<file path="config.mk">
export PLATFORM = sky130hd
export DESIGN_NAME = control_fsm
export DESIGN_NICKNAME = d
export VERILOG_FILES = /design/src/rtl/control_fsm.sv
export SDC_FILE = /design/constraint.sdc
export NUM_CORES = 1
export LEC_CHECK = 0
export BUFFER_PORTS_ARGS = -buffer_cell sky130_fd_sc_hd__buf_4
export CAP_MARGIN = 20
export CORE_MARGIN = 2
export CORE_UTILIZATION = 44
export DETAILED_ROUTE_END_ITERATION = 12
export PLACE_DENSITY = 0.79
export SYNTH_ARGS = -nofsm -noshare
export SYNTH_HDL_FRONTEND = slang
export SYNTH_SLANG_ARGS = --single-unit
</file>
<file path="constraint.sdc">
create_clock -name clk -period 3 [get_ports clk]
set_input_delay 0.45 -clock clk [delete_from_list [all_inputs] [get_ports clk]]
set_output_delay 0.45 -clock clk [all_outputs]
set_load 0.1 [all_outputs]
</file>
<file path="src/rtl/control_fsm.sv">
// Multi-cycle RV32I+Zicsr+mret control FSM: decode, memory wait, traps.
// Optional misaligned-access trap enabled by defining MISALIGN_TRAP_EN.
module control_fsm #(
  parameter int MEM_TIMEOUT = 16,
  parameter int CNT_W       = 5
) (
  input  logic        clk,
  input  logic        rst,
  input  logic [31:0] fetched_instr,
  input  logic        int_req,
  input  logic        mem_ready,
  input  logic [1:0]  mem_addr_lo,
  output logic [1:0]  src_A,
  output logic [2:0]  src_B,
  output logic [4:0]  ALUOp,
  output logic        mem_req,
  output logic        mem_we,
  output logic [2:0]  mem_size,
  output logic        gpr_we_a,
  output logic        wb_src_sel,
  output logic        illegal_instr,
  output logic        branch,
  output logic        jal,
  output logic [1:0]  jalr,
  output logic [2:0]  CSROp,
  output logic        csr,
  output logic        enpc,
  output logic        INT_RST,
  output logic [31:0] trap_cause
);

  localparam logic [4:0] OPC_LOAD   = 5'b00000;
  localparam logic [4:0] OPC_MISC   = 5'b00011;
  localparam logic [4:0] OPC_OP_IMM = 5'b00100;
  localparam logic [4:0] OPC_AUIPC  = 5'b00101;
  localparam logic [4:0] OPC_STORE  = 5'b01000;
  localparam logic [4:0] OPC_OP     = 5'b01100;
  localparam logic [4:0] OPC_LUI    = 5'b01101;
  localparam logic [4:0] OPC_BRANCH = 5'b11000;
  localparam logic [4:0] OPC_JALR   = 5'b11001;
  localparam logic [4:0] OPC_JAL    = 5'b11011;
  localparam logic [4:0] OPC_SYSTEM = 5'b11100;

  localparam logic [31:0] CAUSE_ILL   = 32'h0000_0002;
  localparam logic [31:0] CAUSE_LMIS  = 32'h0000_0004;
  localparam logic [31:0] CAUSE_LFLT  = 32'h0000_0005;
  localparam logic [31:0] CAUSE_SMIS  = 32'h0000_0006;
  localparam logic [31:0] CAUSE_SFLT  = 32'h0000_0007;
  localparam logic [31:0] CAUSE_IRQ   = 32'h8000_000B;

  typedef enum logic [1:0] {
    DECODE,
    MEM_WAIT,
    TRAP
  } state_t;

  state_t           state, state_nxt;
  logic [CNT_W-1:0] wait_cnt, cnt_nxt;
  logic             int_pend, pend_nxt;
  logic [31:0]      cause_q, cause_nxt;

  logic [4:0] opc;
  logic [2:0] f3;
  logic [6:0] f7;

  assign opc = fetched_instr[6:2];
  assign f3  = fetched_instr[14:12];
  assign f7  = fetched_instr[31:25];

  logic       unused_bits;
  assign unused_bits = ^{fetched_instr[24:15], fetched_instr[11:7]};

  logic [1:0] d_a;
  logic [2:0] d_b;
  logic [4:0] d_alu;
  logic       d_we, d_wb, d_mreq, d_mwe;
  logic [2:0] d_size;
  logic       d_br, d_jal, d_csr, d_mret;
  logic [1:0] d_jalr;
  logic [2:0] d_csrop;
  logic       d_ill, d_ld, d_st;
  logic       misal;

  // Pure instruction decode, shared by DECODE and MEM_WAIT.
  always_comb begin
    d_a     = 2'd0;
    d_b     = 3'd0;
    d_alu   = 5'd0;
    d_we    = 1'b0;
    d_wb    = 1'b0;
    d_mreq  = 1'b0;
    d_mwe   = 1'b0;
    d_size  = 3'd0;
    d_br    = 1'b0;
    d_jal   = 1'b0;
    d_jalr  = 2'b00;
    d_csrop = 3'd0;
    d_csr   = 1'b0;
    d_mret  = 1'b0;
    d_ill   = 1'b0;
    d_ld    = 1'b0;
    d_st    = 1'b0;
    if (fetched_instr[1:0] != 2'b11) begin
      d_ill = 1'b1;
    end else begin
      unique case (opc)
        OPC_OP: begin
          d_we = 1'b1;
          if (f7 == 7'h00)
            d_alu = {2'b00, f3};
          else if (f7 == 7'h20 && (f3 == 3'b000 || f3 == 3'b101))
            d_alu = {2'b01, f3};
          else
            d_ill = 1'b1;
        end
        OPC_OP_IMM: begin
          d_b  = 3'd1;
          d_we = 1'b1;
          if (f3 == 3'b001) begin
            d_alu = {2'b00, f3};
            d_ill = (f7 != 7'h00);
          end else if (f3 == 3'b101) begin
            if (f7 == 7'h00)
              d_alu = {2'b00, f3};
            else if (f7 == 7'h20)
              d_alu = {2'b01, f3};
            else
              d_ill = 1'b1;
          end else begin
            d_alu = {2'b00, f3};
          end
        end
        OPC_LUI: begin
          d_a  = 2'd2;
          d_b  = 3'd2;
          d_we = 1'b1;
        end
        OPC_AUIPC: begin
          d_a  = 2'd1;
          d_b  = 3'd2;
          d_we = 1'b1;
        end
        OPC_LOAD: begin
          d_b    = 3'd1;
          d_we   = 1'b1;
          d_wb   = 1'b1;
          d_mreq = 1'b1;
          d_size = f3;
          d_ld   = 1'b1;
          d_ill  = (f3 == 3'b011) || (f3[2:1] == 2'b11);
        end
        OPC_STORE: begin
          d_b    = 3'd3;
          d_mreq = 1'b1;
          d_mwe  = 1'b1;
          d_size = f3;
          d_st   = 1'b1;
          d_ill  = (f3 > 3'b010);
        end
        OPC_BRANCH: begin
          d_br  = 1'b1;
          d_alu = {2'b11, f3};
          d_ill = (f3 == 3'b010) || (f3 == 3'b011);
        end
        OPC_JAL: begin
          d_a   = 2'd1;
          d_b   = 3'd4;
          d_we  = 1'b1;
          d_jal = 1'b1;
        end
        OPC_JALR: begin
          d_a    = 2'd1;
          d_b    = 3'd4;
          d_we   = 1'b1;
          d_jalr = 2'b01;
          d_ill  = (f3 != 3'b000);
        end
        OPC_MISC: begin
          d_ill = (f3 != 3'b000);
        end
        OPC_SYSTEM: begin
          if (f3 == 3'b000) begin
            d_mret = 1'b1;
            d_jalr = 2'b10;
          end else if (f3[2] == 1'b0) begin
            d_csrop = {1'b0, f3[1:0]};
            d_csr   = 1'b1;
            d_we    = 1'b1;
          end else begin
            d_ill = 1'b1;
          end
        end
        default: d_ill = 1'b1;
      endcase
    end
  end

`ifdef MISALIGN_TRAP_EN
  // Halfword needs bit0 clear, word needs both low bits clear.
  always_comb begin
    misal = 1'b0;
    if (d_ld || d_st) begin
      unique case (d_size[1:0])
        2'b01:   misal = mem_addr_lo[0];
        2'b10:   misal = (mem_addr_lo != 2'b00);
        default: misal = 1'b0;
      endcase
    end
  end
`else
  logic unused_lo;
  assign unused_lo = ^mem_addr_lo;
  assign misal     = 1'b0;
`endif

  // State register with synchronous reset.
  always_ff @(posedge clk) begin
    if (rst) begin
      state    <= DECODE;
      wait_cnt <= '0;
      int_pend <= 1'b0;
      cause_q  <= '0;
    end else begin
      state    <= state_nxt;
      wait_cnt <= cnt_nxt;
      int_pend <= pend_nxt;
      cause_q  <= cause_nxt;
    end
  end

  // Next-state and output logic; everything is forced low during reset.
  always_comb begin
    state_nxt     = state;
    cnt_nxt       = wait_cnt;
    pend_nxt      = int_pend;
    cause_nxt     = cause_q;
    src_A         = 2'd0;
    src_B         = 3'd0;
    ALUOp         = 5'd0;
    mem_req       = 1'b0;
    mem_we        = 1'b0;
    mem_size      = 3'd0;
    gpr_we_a      = 1'b0;
    wb_src_sel    = 1'b0;
    illegal_instr = 1'b0;
    branch        = 1'b0;
    jal           = 1'b0;
    jalr          = 2'b00;
    CSROp         = 3'd0;
    csr           = 1'b0;
    enpc          = 1'b0;
    INT_RST       = 1'b0;
    trap_cause    = 32'd0;
    if (!rst) begin
      unique case (state)
        DECODE: begin
          if (int_req || int_pend) begin
            state_nxt = TRAP;
            cause_nxt = CAUSE_IRQ;
            pend_nxt  = 1'b0;
          end else if (d_ill) begin
            illegal_instr = 1'b1;
            state_nxt     = TRAP;
            cause_nxt     = CAUSE_ILL;
          end else if (misal) begin
            state_nxt = TRAP;
            cause_nxt = d_st ? CAUSE_SMIS : CAUSE_LMIS;
          end else begin
            src_A      = d_a;
            src_B      = d_b;
            ALUOp      = d_alu;
            mem_req    = d_mreq;
            mem_we     = d_mwe;
            mem_size   = d_size;
            wb_src_sel = d_wb;
            branch     = d_br;
            jal        = d_jal;
            jalr       = d_jalr;
            CSROp      = d_csrop;
            csr        = d_csr;
            if (d_ld || d_st) begin
              if (mem_ready) begin
                gpr_we_a = d_we;
                enpc     = 1'b1;
              end else begin
                state_nxt = MEM_WAIT;
                cnt_nxt   = CNT_W'(1);
              end
            end else begin
              gpr_we_a = d_we;
              enpc     = 1'b1;
              INT_RST  = d_mret;
            end
          end
        end
        MEM_WAIT: begin
          src_A      = d_a;
          src_B      = d_b;
          ALUOp      = d_alu;
          mem_we     = d_mwe;
          mem_size   = d_size;
          wb_src_sel = d_wb;
          // Request stays up through the last allowed cycle; a late
          // mem_ready there still completes the access.
          mem_req    = 1'b1;
          pend_nxt   = int_pend | int_req;
          if (mem_ready) begin
            gpr_we_a  = d_we;
            enpc      = 1'b1;
            cnt_nxt   = '0;
            state_nxt = DECODE;
          end else if (wait_cnt == CNT_W'(MEM_TIMEOUT)) begin
            cnt_nxt   = '0;
            state_nxt = TRAP;
            cause_nxt = d_st ? CAUSE_SFLT : CAUSE_LFLT;
          end else begin
            cnt_nxt = wait_cnt + CNT_W'(1);
          end
        end
        TRAP: begin
          CSROp      = 3'b100;
          jalr       = 2'b11;
          enpc       = 1'b1;
          trap_cause = cause_q;
          state_nxt  = DECODE;
        end
        default: state_nxt = DECODE;
      endcase
    end
  end

endmodule
</file>
# --- Word level (Yosys, flattened, before mapping) ---
# Cells that the tools add are included.
totals:
  latch_bits: 0
  mem_bits_ro: 0
  memories: 0
  output_inout_bits: 60
  ram_bits: 0
  reg_bits: 40
  input_bits: 38
op_classes:
  mux: 143
  mul: 0
  eq_ne: 31
  n_div: 0
  n_reduce_logical: 25
  n_lt_le_gt_ge: 1
  shift: 0
  n_bitwise: 1
  addsub: 1
op_table:
  columns: ["op", "count"]
  rows:
  - ["$mux 32", 6]
  - ["$mux 1", 68]
  - ["$pmux 32 s2", 1]
  - ["$mux 5", 12]
  - ["$mux 3", 13]
  - ["$mux 2", 19]
  - ["$eq 5x5->1 const B", 5]
  - ["$pmux 2 s2", 5]
  - ["$pmux 5 s2", 2]
  - ["$pmux 3 s2", 3]
  - ["$mux 4", 4]
  - ["$ne 2x2->1 const B", 8]
  - ["$eq 5x4->1 const B", 3]
  - ["$pmux 5 s3", 1]
  - ["$pmux 1 s2", 6]
  - ["$pmux 3 s4", 1]
  - ["$eq 5x3->1 const B", 2]
  - ["$reduce_or 2->1", 5]
  - ["$ne 4x4->1 const B", 2]
  - ["$pmux 1 s8", 1]
  - ["$eq 7x6->1 const B", 1]
  - ["$logic_not 7->1", 1]
  - ["$reduce_bool 7->1", 1]
  - ["$reduce_or 7->1", 1]
  - ["other kinds (23)", 31]

# --- Logic depth before layout (Yosys ltp) ---
depth:
  depth_word: 11
  ltp_mapped: 9

# --- Least setup slack after synthesis ---
# OpenSTA, ideal clock, no wires.
synth_path:
  path_type: "input-to-output"
  from: "input fetched_instr[12]"
  to: "output csr"
  t_arrival_ns: 4.498
  stages: 7
  slack_ns: -1.948
  cell_sequence: "buf_2 or2_1 a21o_1 a21oi_1 o221a_2 nand3_2 nor4_1"
synth_via:
  elab_chain_cells: 11
synth_lines:
  columns: ["element", "line", "source"]
  rows:
  - ["start: declaration", "9", "input logic [31:0] fetched_instr,"]
  - ["$eq 3x3->1 / $logic_not 3->1 (equally long branches)", "111, 122, 182", null]
  - ["$logic_or 1x1->1", "111", "else if (f7 == 7'h20 && (f3 == 3'b000 || f3 == 3'b101))"]
  - ["$logic_and 1x1->1", "111", null]
  - ["$mux 1", "111", null]
  - ["$mux 1", "109", "if (f7 == 7'h00)"]
  - ["$pmux 1 s8", "106", "unique case (opc)"]
  - ["$mux 1", "103", "if (fetched_instr[1:0] != 2'b11) begin"]
  - ["$mux 1 *", "261", "end else if (d_ill) begin"]
  - ["$mux 1 *", "257", "if (int_req || int_pend) begin"]
  - ["$mux 1 *", "255", "unique case (state)"]
  - ["$mux 1 *", "254", "if (!rst) begin"]
  - ["end: declaration", "26", "output logic csr,"]
# Mark *: on every way between the ends. The rest lies on a longest branch, timed or not.

# --- Worst setup path in the final report ---
layout_path:
  from: "input fetched_instr[14]"
  to: "output gpr_we_a"
layout_via:
  elab_chain_cells: 11
layout_lines:
  columns: ["element", "line", "source"]
  rows:
  - ["$eq 3x3->1 / $logic_not 3->1 (equally long branches)", "111, 122, 182", null]
  - ["$logic_or 1x1->1", "111", null]
  - ["$logic_and 1x1->1", "111", null]
  - ["$mux 1", "111", null]
  - ["$mux 1", "109", null]
  - ["$pmux 1 s8", "106", null]
  - ["$mux 1", "103", null]
  - ["$mux 1", "261", null]
  - ["$mux 1", "257", null]
  - ["$pmux 1 s2 *", "255", null]
  - ["$mux 1 *", "254", null]
  - ["end: declaration", "19", "output logic gpr_we_a,"]
# Marks and branches as above.

==> summary by stage <==
Yosys
Yosys printed 0 warnings. The synthesized instance count is 232. The share of the synthesized area in the top cell type is 14.6%.

Ranked by instance count, the synthesized netlist is headed by sky130_fd_sc_hd__buf_4, sky130_fd_sc_hd__a21oi_1, sky130_fd_sc_hd__nor3_1. The dominant combinational cell family by area after synthesis is simple AND/OR/NAND/NOR gates. The synthesized netlist devotes under 10% of its cell area to XOR and XNOR gates. Synthesis inferred 12 register bits. The primary flip-flop cell chosen by synthesis mapping is sky130_fd_sc_hd__dfxtp_1. Summing the areas of all compound-gate instances in the mapped netlist gives 23.8% of the synthesized area. The fraction of the yosys area taken by sequential cells is approximately 15%. Yosys attributes the largest share of cell area to sky130_fd_sc_hd__dfxtp_1, sky130_fd_sc_hd__buf_4, sky130_fd_sc_hd__a21oi_1.

A synthesized cell averages 7.10 um^2. The share of flip-flops with an asynchronous set or reset is 0%. The synthesized design spends more area on one cell type than any other, namely sky130_fd_sc_hd__dfxtp_1. The share of cell area taken by muxes after synthesis is 0%. The number of different library cells used by synthesis comes to 57.

Of the total synthesized cell area, the portion taken by full adders, half adders and majority gates is 1.52%. The synthesized cell area is 0.00165 mm^2. The synthesized-area fraction occupied by and/or/nand/nor cells is 38.5%. In this run, synthesis inferred 0 flip-flops with an integrated enable. The most common cell in the synthesized netlist is sky130_fd_sc_hd__buf_4.

CTS
CTS built an H-tree with a depth of 1. The number of gates given a new drive strength after cts is 0. The longest clock path from root to sink contains 2 buffers.

The number of buffers inserted for hold repair after clock tree synthesis is 0. Clock-pin slew was measured on the worst setup and hold paths at 0.04 ns. The clock net in this run drives a total of 12 sinks. At the later pin of the worst-skew pair, clock insertion delay measures 0.24 ns. The number of buffers created by CTS is 3. The master cell of the clock root buffer is sky130_fd_sc_hd__clkbuf_8.

The CTS tree is yes. The count of buffers added by post-CTS timing repair for setup is 0.

Drt
The final route contains 1857 vias. In the routed design, unresolved DRC markers number 0. The via density per instance is 5.68. The number of violations reported at the end of detailed-routing iteration 0 is 143. The first detailed-routing pass ran for 4 iterations. The total wirelength of the detailed-routed design is 4500 um. The remaining number of nets flagged by the antenna check after routing is 0.

Dividing the detail-routed wire length by the instance count gives 13.8 um.

Pwr
The combinational fraction of design power is 51.5%. The internal power of the cells totals 0.315 mW. For this design the static power due to leakage is 0.902 nW. Net switching is 51.1% of the power. The switching power total is 0.330 mW. In this run, the clock network consumes 22.0% of the power. The completed layout was analyzed and its total power is between 0.6 and 0.7 mW. Power spread over the standard cell area amounts to 299 mW/mm^2. Of the total power, registers draw 26.5%. IR analysis of the VDD net gives a maximum drop of 0.000238 V.

Timing
The smallest clock period supported by the final layout is computed as 2.80 ns. The setup TNS is 0 ns. The final setup skew is between 0.003 and 0.004 ns. The maximum achievable frequency is 357 MHz. The max-slew violation total from the final report is 0. Of the available clock period, the critical path in the final layout requires between 90% and 100%.

The total of endpoints with negative setup slack in the final report is 0. Setup repair after global routing left no endpoint under its margin. The count of final hold-check violations was 0.

Setup path
The category of the worst setup path capture point is an output port. The startpoint identified for the worst register-to-register timing path is state[0]$_SDFFE_PP0P_. The worst setup path is launched from an input pin. The path depth of the worst reg2reg path is 4.

The worst setup path is of the input pin to output port kind. The critical path data required time is between 2 and 3 ns. Of all nets on the critical path, the largest fanout is 11. The arrival time at the worst endpoint is 2.35 ns.

The source of the critical timing path is fetched_instr[14]. The critical path ends at gpr_we_a. In this run the register-to-register setup slack is 1.27 ns. The worst register-to-register path ends at cause_q[1]$_SDFFE_PP0P_.

Placement
Detailed placement finished with a half-perimeter wire length of 3490 um. Buffers placed on the I/O ports in this run total 53. In this run the cell area measured after placement is 0.00211 mm^2. The number of instances in the placed design is 324. The routability congestion estimate is 0.881.

GRT
The number of antenna violations at the first check in global routing came to 0. The overall global routing resource usage is 21.8%. For this run the aggregate overflow at the end of global routing stands at 0. The number of global-route vias before repair was 1633.

Entering global routing, the biggest net connects 17 pins. The first global-routing pass estimated about 7500 um of wire.

Worst hold path
The class of the most critical hold timing path is flop to flop.

Final layout
The area growth from synthesis to layout is 30.9%. 0 antenna diodes ended up in the layout. Once layout is done, the placed cells without fillers occupy 0.00216 mm^2. Once layout is complete, the utilization of the core stands at 59.4%.

At the end of the flow, the number of nets in the layout was ~320. In the final layout, the share of cells above drive strength 1 is 34.1%. The finished layout holds 327 standard cells, fillers aside.

Die
The starting density of the core is 45.4%. From left edge to right edge, the die measures roughly 65 um. The area of the core region is roughly 0.0036 mm^2. The floorplan step set the die height to between 60 and 70 um. The die area is about 0.0043 mm^2. a little under 100 I/O pins were placed. The count of standard-cell rows is 22.

Run status
The flow ran to the end, and the final reports show no timing, DRC or antenna violations.

Flow run
The max capacitance violation total is 0.
==> critical path, cell delays in order <==
cell	delay [ns]
sky130_fd_sc_hd__buf_4	0.15
sky130_fd_sc_hd__or2_1	0.27
sky130_fd_sc_hd__a21o_1	0.18
sky130_fd_sc_hd__a21oi_2	0.17
sky130_fd_sc_hd__o221ai_1	0.24
sky130_fd_sc_hd__or3_1	0.43
sky130_fd_sc_hd__a21oi_2	0.16
sky130_fd_sc_hd__buf_4	0.30
==> logic make-up (layout without fill, tap and decap cells) <==
logic type                 after synthesis  in the layout
and+or+nand+nor                        107            107
AOI/OAI and AO/OA                       56             56
buffers and inverters                   52             73
DFF                                     12             12
adders and majority gates                2              2
xor gates and xnor gates                 2              2
other                                    1             27
==> cell usage in the layout (no fill, tap or decap), types with 7 or more instances in the layout <==
cell	netlist	layout
sky130_fd_sc_hd__buf_4	28	60
sky130_fd_sc_hd__conb_1	1	27
sky130_fd_sc_hd__a21oi_1	17	15
sky130_fd_sc_hd__nor2_1	14	14
sky130_fd_sc_hd__nand2_1	14	14
sky130_fd_sc_hd__dfxtp_1	12	12
sky130_fd_sc_hd__nand3_1	11	11
sky130_fd_sc_hd__nor3_2	0	11
sky130_fd_sc_hd__and3_1	10	10
sky130_fd_sc_hd__inv_1	9	9
sky130_fd_sc_hd__o21ai_0	10	7
==> metrics by stage <==
stage / hold slack (ns) / setup WS [ns]
floorplan: 0.484 / -0.407
global placement: 0.499 / 0.150
detailed placement: 0.510 / 0.119
CTS: 0.503 / 0.118
global route: 0.536 / 0.00383
finish: 0.509 / 0.197
==> worst min-delay path by stage <==
stage,depth (start not counted),slack [ns],from,endpoint
2_1_floorplan,2,0.48,int_pend$_SDFFE_PP0P_,int_pend$_SDFFE_PP0P_
3_3_place_gp,2,0.50,int_pend$_SDFFE_PP0P_,int_pend$_SDFFE_PP0P_
3_5_place_dp,2,0.51,int_pend$_SDFFE_PP0P_,int_pend$_SDFFE_PP0P_
4_1_cts,2,0.50,rst,state[1]$_SDFFE_PP0P_
5_1_grt,2,0.54,rst,cause_q[3]$_SDFFE_PP0P_
6_report,2,0.51,int_pend$_SDFFE_PP0P_,int_pend$_SDFFE_PP0P_
==> cell type report <==
| class | instances | area, um^2 |
|---|---|---|
| Clock buffer | 3 | 41.3 |
| Fill cell | 351 | 1480 |
| Inverter | 9 | 33.8 |
| Multi-Input combinational cell | 194 | 1310 |
| Sequential cell | 12 | 240 |
| Tap cell | 48 | 60.1 |
| Timing Repair Buffer | 61 | 470 |
==> routing by layer <==
layer	track usage (%)	part of all wire (%)	vias up
li1	-	-	904
met1	29.4	42	855
met2	35.2	47	92
met3	5.14	9.3	6
met4	5.21	1.2	0
met5	0	0	-
==> sequential cells by signal, summed over array words and instances (netlist names) <==
| signal | count |
|---|---|
| state | 2 |
| int_pend | 1 |
| cause_q | 4 |
| wait_cnt | 5 |
==> power by group through the flow <==
stage | logic, mW | clock network (mW) | registers, mW
6_report | 0.332 | 0.142 | 0.171
3_5_place_dp | 0.328 | 0 | 0.174
5_1_grt | 0.348 | 0.155 | 0.172
3_3_place_gp | 0.326 | 0 | 0.174
2_1_floorplan | 0.307 | 0 | 0.170
4_1_cts | 0.329 | 0.147 | 0.171
Power figures use the tool's default switching activity.
